[config.mk]
export PLATFORM = sky130hd
export DESIGN_NAME = blend_sequencer
export DESIGN_NICKNAME = d
export VERILOG_FILES = /design/src/rtl/blend_sequencer.sv
export SDC_FILE = /design/constraint.sdc
export NUM_CORES = 1
export LEC_CHECK = 0
export CAP_MARGIN = 20
export CORE_ASPECT_RATIO = 1.4
export CORE_MARGIN = 4
export CORE_UTILIZATION = 66
export CTS_CLUSTER_SIZE = 16
export DETAILED_ROUTE_END_ITERATION = 10
export DONT_BUFFER_PORTS = 1
export GPL_TIMING_DRIVEN = 0
export PLACE_DENSITY = 0.81
export SYNTH_ARGS = -nofsm -noshare
export SYNTH_HDL_FRONTEND = slang
export SYNTH_SLANG_ARGS = --single-unit
[constraint.sdc]
create_clock -name clock -period 7.3 [get_ports clock]
set_input_delay 1.46 -clock clock [delete_from_list [all_inputs] [get_ports clock]]
set_output_delay 1.46 -clock clock [all_outputs]
set_load 0.01 [all_outputs]
[src/rtl/blend_sequencer.sv]
// Colour-effect sequencer: alpha blend, brighten or darken one BGR555 pixel, one channel per cycle.
// Optional macro BLEND_FASTPATH_EN: passthrough pixels bypass the channel states (latency 1).
module blend_sequencer (
  input  logic        clock,
  input  logic        reset,
  input  logic        in_valid,
  output logic        in_ready,
  input  logic [14:0] top_color,
  input  logic [14:0] bot_color,
  input  logic        top_is_t1,
  input  logic        bot_is_t2,
  input  logic [15:0] bldcnt,
  input  logic [15:0] bldalpha,
  input  logic [15:0] bldy,
  output logic        out_valid,
  input  logic        out_ready,
  output logic [14:0] out_color,
  output logic        busy
);

  localparam int DATA_W = 15;
  localparam int COEF_W = 5;
  localparam logic signed [11:0] CH_MAX = 12'sd31;

  typedef enum logic [2:0] {IDLE, CH_R, CH_G, CH_B, OUT} state_t;
  typedef enum logic [1:0] {OP_PASS, OP_ALPHA, OP_BRIGHT, OP_DARK} op_t;

  state_t state, state_nxt;
  op_t    op_in, op_p0;
  logic   accept;
  logic   fast_in;

  logic [DATA_W-1:0] top_p0, bot_p0, res_p1;
  logic [COEF_W-1:0] eva_p0, evb_p0, evy_p0;
  logic [4:0]        i1, i2, ch_res;
  logic signed [11:0] i1_s, i2_s, eva_s, evb_s, evy_s, ch_sum;

  logic unused_bits;
  assign unused_bits = ^{bldcnt[15:8], bldcnt[5:0], bldalpha[15:13], bldalpha[7:5], bldy[15:5]};

  function automatic logic [COEF_W-1:0] clamp_ev(input logic [COEF_W-1:0] ev);
    return (ev > 5'd16) ? 5'd16 : ev;
  endfunction

  function automatic logic [4:0] sat_ch(input logic signed [11:0] v);
    if (v < 12'sd0)
      return 5'd0;
    else if (v > CH_MAX)
      return 5'd31;
    else
      return v[4:0];
  endfunction

  always_comb begin
    op_in = OP_PASS;
    case (bldcnt[7:6])
      2'b01: if (top_is_t1 && bot_is_t2) op_in = OP_ALPHA;
      2'b10: if (top_is_t1) op_in = OP_BRIGHT;
      2'b11: if (top_is_t1) op_in = OP_DARK;
      default: op_in = OP_PASS;
    endcase
  end

`ifdef BLEND_FASTPATH_EN
  assign fast_in = (op_in == OP_PASS);
`else
  assign fast_in = 1'b0;
`endif

  assign accept = in_valid && in_ready;

  always_ff @(posedge clock) begin
    if (reset)
      state <= IDLE;
    else
      state <= state_nxt;
  end

  always_comb begin
    state_nxt = state;
    in_ready  = 1'b0;
    out_valid = 1'b0;
    busy      = 1'b1;
    case (state)
      IDLE: begin
        in_ready = 1'b1;
        busy     = 1'b0;
        if (in_valid) state_nxt = fast_in ? OUT : CH_R;
      end
      CH_R: state_nxt = CH_G;
      CH_G: state_nxt = CH_B;
      CH_B: state_nxt = OUT;
      OUT: begin
        out_valid = 1'b1;
        if (out_ready) state_nxt = IDLE;
      end
      default: state_nxt = IDLE;
    endcase
  end

  // Shared channel unit: the state picks which 5-bit field is being processed
  always_comb begin
    i1 = top_p0[4:0];
    i2 = bot_p0[4:0];
    case (state)
      CH_G: begin i1 = top_p0[9:5];   i2 = bot_p0[9:5];   end
      CH_B: begin i1 = top_p0[14:10]; i2 = bot_p0[14:10]; end
      default: ;
    endcase
  end

  assign i1_s  = $signed({7'b0, i1});
  assign i2_s  = $signed({7'b0, i2});
  assign eva_s = $signed({7'b0, eva_p0});
  assign evb_s = $signed({7'b0, evb_p0});
  assign evy_s = $signed({7'b0, evy_p0});

  always_comb begin
    ch_sum = i1_s;
    case (op_p0)
      OP_ALPHA:  ch_sum = (i1_s * eva_s + i2_s * evb_s) >>> 4;
      OP_BRIGHT: ch_sum = i1_s + (((CH_MAX - i1_s) * evy_s) >>> 4);
      OP_DARK:   ch_sum = i1_s - ((i1_s * evy_s) >>> 4);
      default:   ch_sum = i1_s;
    endcase
    ch_res = sat_ch(ch_sum);
  end

  // Stage p0: snapshot on accept; stage p1: per-channel result fields
  always_ff @(posedge clock) begin
    if (reset) begin
      top_p0 <= '0;
      bot_p0 <= '0;
      op_p0  <= OP_PASS;
      eva_p0 <= '0;
      evb_p0 <= '0;
      evy_p0 <= '0;
      res_p1 <= '0;
    end else if (accept) begin
      top_p0 <= top_color;
      bot_p0 <= bot_color;
      op_p0  <= op_in;
      eva_p0 <= clamp_ev(bldalpha[4:0]);
      evb_p0 <= clamp_ev(bldalpha[12:8]);
      evy_p0 <= clamp_ev(bldy[4:0]);
      if (fast_in) res_p1 <= top_color;
    end else begin
      case (state)
        CH_R: res_p1[4:0]   <= ch_res;
        CH_G: res_p1[9:5]   <= ch_res;
        CH_B: res_p1[14:10] <= ch_res;
        default: ;
      endcase
    end
  end

  assign out_color = res_p1;

endmodule

==> reports/metrics.cfg <==
[outcome]
run_status = complete, no violations

[placement]
hpwl_microns = 12900
io_buffers = 0
placed_area_sq_um = 6530
place_congestion = 0.903

[setup_path]
cp_max_fo = 10
slowest_stage = fa_1
crit_type = reg -> reg
timing.critical_path.mode_cell = fa_1
cp.required_ns = 7.48
critPathMaxStageDelay_ns = 0.54
start_kind = flop
arrival_ns = 7.14
endpoint_kind = flop

[finish]
syn2layout_area_growth_pct = 7.55
drive_gt1_frac = 0.0508
fin_nets = 990
antenna_cells = 0
final_area_sq_um = 6880

[drt]
drtIter0Drc = 425
wire_per_inst_microns = 18.0
vias = 5616
dr.pass1.iters = 5
viasPerCell = 6.26
drc = 0
ant_nets = 0
routed_wirelength_microns = 16200

[floorplan]
coreArea_sq_um = 9460
fp.dieH_microns = 124
io-pin-count = 102
initial_core_util = 0.676
die-area_sq_um = 11400
die_w_microns = 91.2
num_rows = 42

[min_path]
min_path_type = reg -> reg

[flow_run]
drv_cap = 0

[clocking]
cts_sinks = 65
cts_made_buffers = 9
cts_tree = built
cts-root-buf = clkbuf_16
insertion_delay_ns = 0.33
htree_levels = 3
cts_buffer_depth = 2
clkSlewWorstSetupHoldPaths_ns = 0.05

[sta]
max_slew_margin = 0.568
setup_violations = 0
skew_ns = 0.00736
rsz0062_at_grt = false
tns_ns = 0
min_period_ns = 6.96
holdWs_ns = 0.454
final_hold_viol_count = 0
drv_slew = 0
worst_slew_pin_slew_ns = 0.648
fmax_ghz = 0.144
fin_crit_sh = 0.953

[yosys]
yosys_warnings = 0
synth-edff-count = 0
synth_area_sq_um = 6400
ys_types = 65
synth_async_sr_flop_share = 0
synthFlopType = dfxtp_1
ys_seq_elements = 65
synth_area_per_cell_sq_um = 8.30
yosysSeqAreaShare = 0.203
synthesis.nets = 979
netlist_instances = 771

[grt]
grt.total_usage = 0.294
grt_max_degree = 13
grt_pass1_vias = 5908
grt_pass1_wl_microns = 27300
antenna_found_initial = 0
overflow = 0

[power_and_ir_drop]
ir_worst_vdd_v = 0.000232
p_leak_nw = 3.20
power-per-cell-area_nw_per_um2 = 169

==> sequential cells by signal, summed over array words and instances (netlist names) <==
name / count
op_p0: 2
eva_p0: 5
evb_p0: 5
out_color: 15
evy_p0: 5
top_p0: 15
state: 3
bot_p0: 15
==> path summary, 6_finish.rpt <==
check | from | to | slack (ns) | cells past startpoint
max | state[1]$_SDFFE_PP0P_ | out_color[2]$_SDFFE_PP0P_ | 0.34 | 25
min | evy_p0[3]$_SDFFE_PP0P_ | evy_p0[3]$_SDFFE_PP0P_ | 0.45 | 2
max reg2reg | state[1]$_SDFFE_PP0P_ | out_color[2]$_SDFFE_PP0P_ | 0.34 | 25
min reg2reg | evy_p0[3]$_SDFFE_PP0P_ | evy_p0[3]$_SDFFE_PP0P_ | 0.45 | 2
==> synthesized netlist by cell type, types with 2 or more instances <==
| master | n | share of area |
|---|---|---|
| nand2_1 | 123 | 0.072 |
| ha_1 | 74 | 0.14 |
| a21oi_1 | 71 | 0.056 |
| inv_1 | 71 | 0.042 |
| dfxtp_1 | 65 | 0.20 |
| fa_1 | 50 | 0.16 |
| and2_1 | 47 | 0.046 |
| nor2b_1 | 30 | 0.029 |
| nor2_1 | 29 | 0.017 |
| clkbuf_1 | 28 | 0.016 |
| o21ai_0 | 16 | 0.013 |
| nand3b_1 | 12 | 0.014 |
| o21a_1 | 10 | 0.012 |
| xnor2_1 | 10 | 0.014 |
| xor2_1 | 9 | 0.012 |
| mux2i_1 | 8 | 0.013 |
| nand3_1 | 8 | 0.0063 |
| nor3_1 | 8 | 0.0063 |
| a22o_1 | 7 | 0.0096 |
| o21ai_1 | 7 | 0.0055 |
| a31oi_1 | 5 | 0.0049 |
| nand2b_1 | 5 | 0.0049 |
| a211oi_1 | 4 | 0.0047 |
| a21o_1 | 4 | 0.0047 |
| a311o_1 | 4 | 0.0063 |
| and3_1 | 4 | 0.0039 |
| buf_1 | 4 | 0.0023 |
| o211ai_1 | 4 | 0.0047 |
| a22oi_1 | 3 | 0.0035 |
| mux2_2 | 3 | 0.0053 |
| nor3b_1 | 3 | 0.0035 |
| o22ai_1 | 3 | 0.0029 |
| a31o_2 | 2 | 0.0027 |
| buf_2 | 2 | 0.0016 |
| mux2_4 | 2 | 0.0047 |
| nand4_1 | 2 | 0.0020 |
| nand4b_1 | 2 | 0.0027 |
| nor4_1 | 2 | 0.0020 |
| o2111ai_1 | 2 | 0.0027 |
| o21bai_1 | 2 | 0.0023 |
| o221ai_1 | 2 | 0.0027 |
==> per-stage QoR <==
step / instances / setup slack, ns / power [mW] / utilization
6_report: 897 / 0.341 / 1.16 / 0.727
2_1_floorplan: 771 / 1.08 / 0.624 / -
4_1_cts: 896 / 0.0717 / 1.16 / 0.724
3_5_place_dp: 881 / -0.0734 / 0.701 / 0.691
5_1_grt: 897 / 0.00191 / 1.22 / 0.727
3_3_place_gp: 881 / 0.0643 / 0.687 / 0.691
==> worst max-delay path: cells and delay by family, from the launching register on <==
family,cells,cell delay (ns)
and+or+nand+nor,7,1.24
buffers and inverters,3,0.43
AOI/OAI and AO/OA,9,2.21
DFF,1,0.44
muxes,1,0.40
adders and majority gates,5,2.05
==> timing repair <==
item,in CTS,in global routing
endpoints found under the setup margin,3,15
hold buffers,0,0
gates resized for setup,0,5
buffers inserted,0,2
gates cloned,0,0
==> cell type report <==
| cell class | count | area, sq um |
|---|---|---|
| Timing Repair Buffer | 2 | 15.0 |
| Clock buffer | 11 | 243 |
| Tap cell | 110 | 138 |
| Buffer | 34 | 141 |
| Clock inverter | 5 | 78.8 |
| Sequential cell | 65 | 1300 |
| Fill cell | 750 | 2580 |
| Inverter | 71 | 270 |
| Multi-Input combinational cell | 599 | 4690 |
==> cells by family (layout without fill, tap and decap cells) <==
| family | Yosys count | count (layout) | share of synthesized area |
|---|---|---|---|
| muxes | 14 | 14 | 0.0246 |
| AOI/OAI and AO/OA | 160 | 160 | 0.161 |
| xor gates and xnor gates | 19 | 19 | 0.0260 |
| buffers and inverters | 107 | 123 | 0.0649 |
| and+or+nand+nor | 282 | 282 | 0.218 |
| adders and majority gates | 124 | 124 | 0.301 |
| DFF | 65 | 65 | 0.203 |
==> report_power, final <==
part | switching, mW | internal, mW | leakage, nW | total (mW)
Combinational | 0.195 | 0.110 | 2.51 | 0.305
Clock | 0.152 | 0.307 | 0.159 | 0.459
Sequential | 0.0211 | 0.379 | 0.530 | 0.400
Total | 0.368 | 0.797 | 3.20 | 1.16
==> layout by cell type (no fill, tap or decap), types with 3 or more instances in the layout <==
master,netlist,final
a211oi_1,4,4
a21o_1,4,4
a21oi_1,71,71
a22o_1,7,7
a22oi_1,3,3
a311o_1,4,4
a31oi_1,5,5
and2_1,47,47
and3_1,4,4
buf_1,4,4
buf_4,1,3
clkbuf_1,28,27
clkbuf_16,0,9
dfxtp_1,65,65
fa_1,50,50
ha_1,74,74
inv_1,71,69
mux2_2,3,3
mux2i_1,8,8
nand2_1,123,123
nand2b_1,5,5
nand3_1,8,8
nand3b_1,12,12
nor2_1,29,28
nor2b_1,30,30
nor3_1,8,8
nor3b_1,3,3
o211ai_1,4,4
o21a_1,10,9
o21ai_0,16,16
o21ai_1,7,7
o22ai_1,3,3
xnor2_1,10,10
xor2_1,9,9
==> routing by layer <==
layer | global-route usage | wire (microns)
met1 | 0.337 | 6140
met2 | 0.526 | 8450
met3 | 0.0495 | 931
met4 | 0.138 | 630
met5 | 0 | 0
Power figures use the tool's default switching activity.
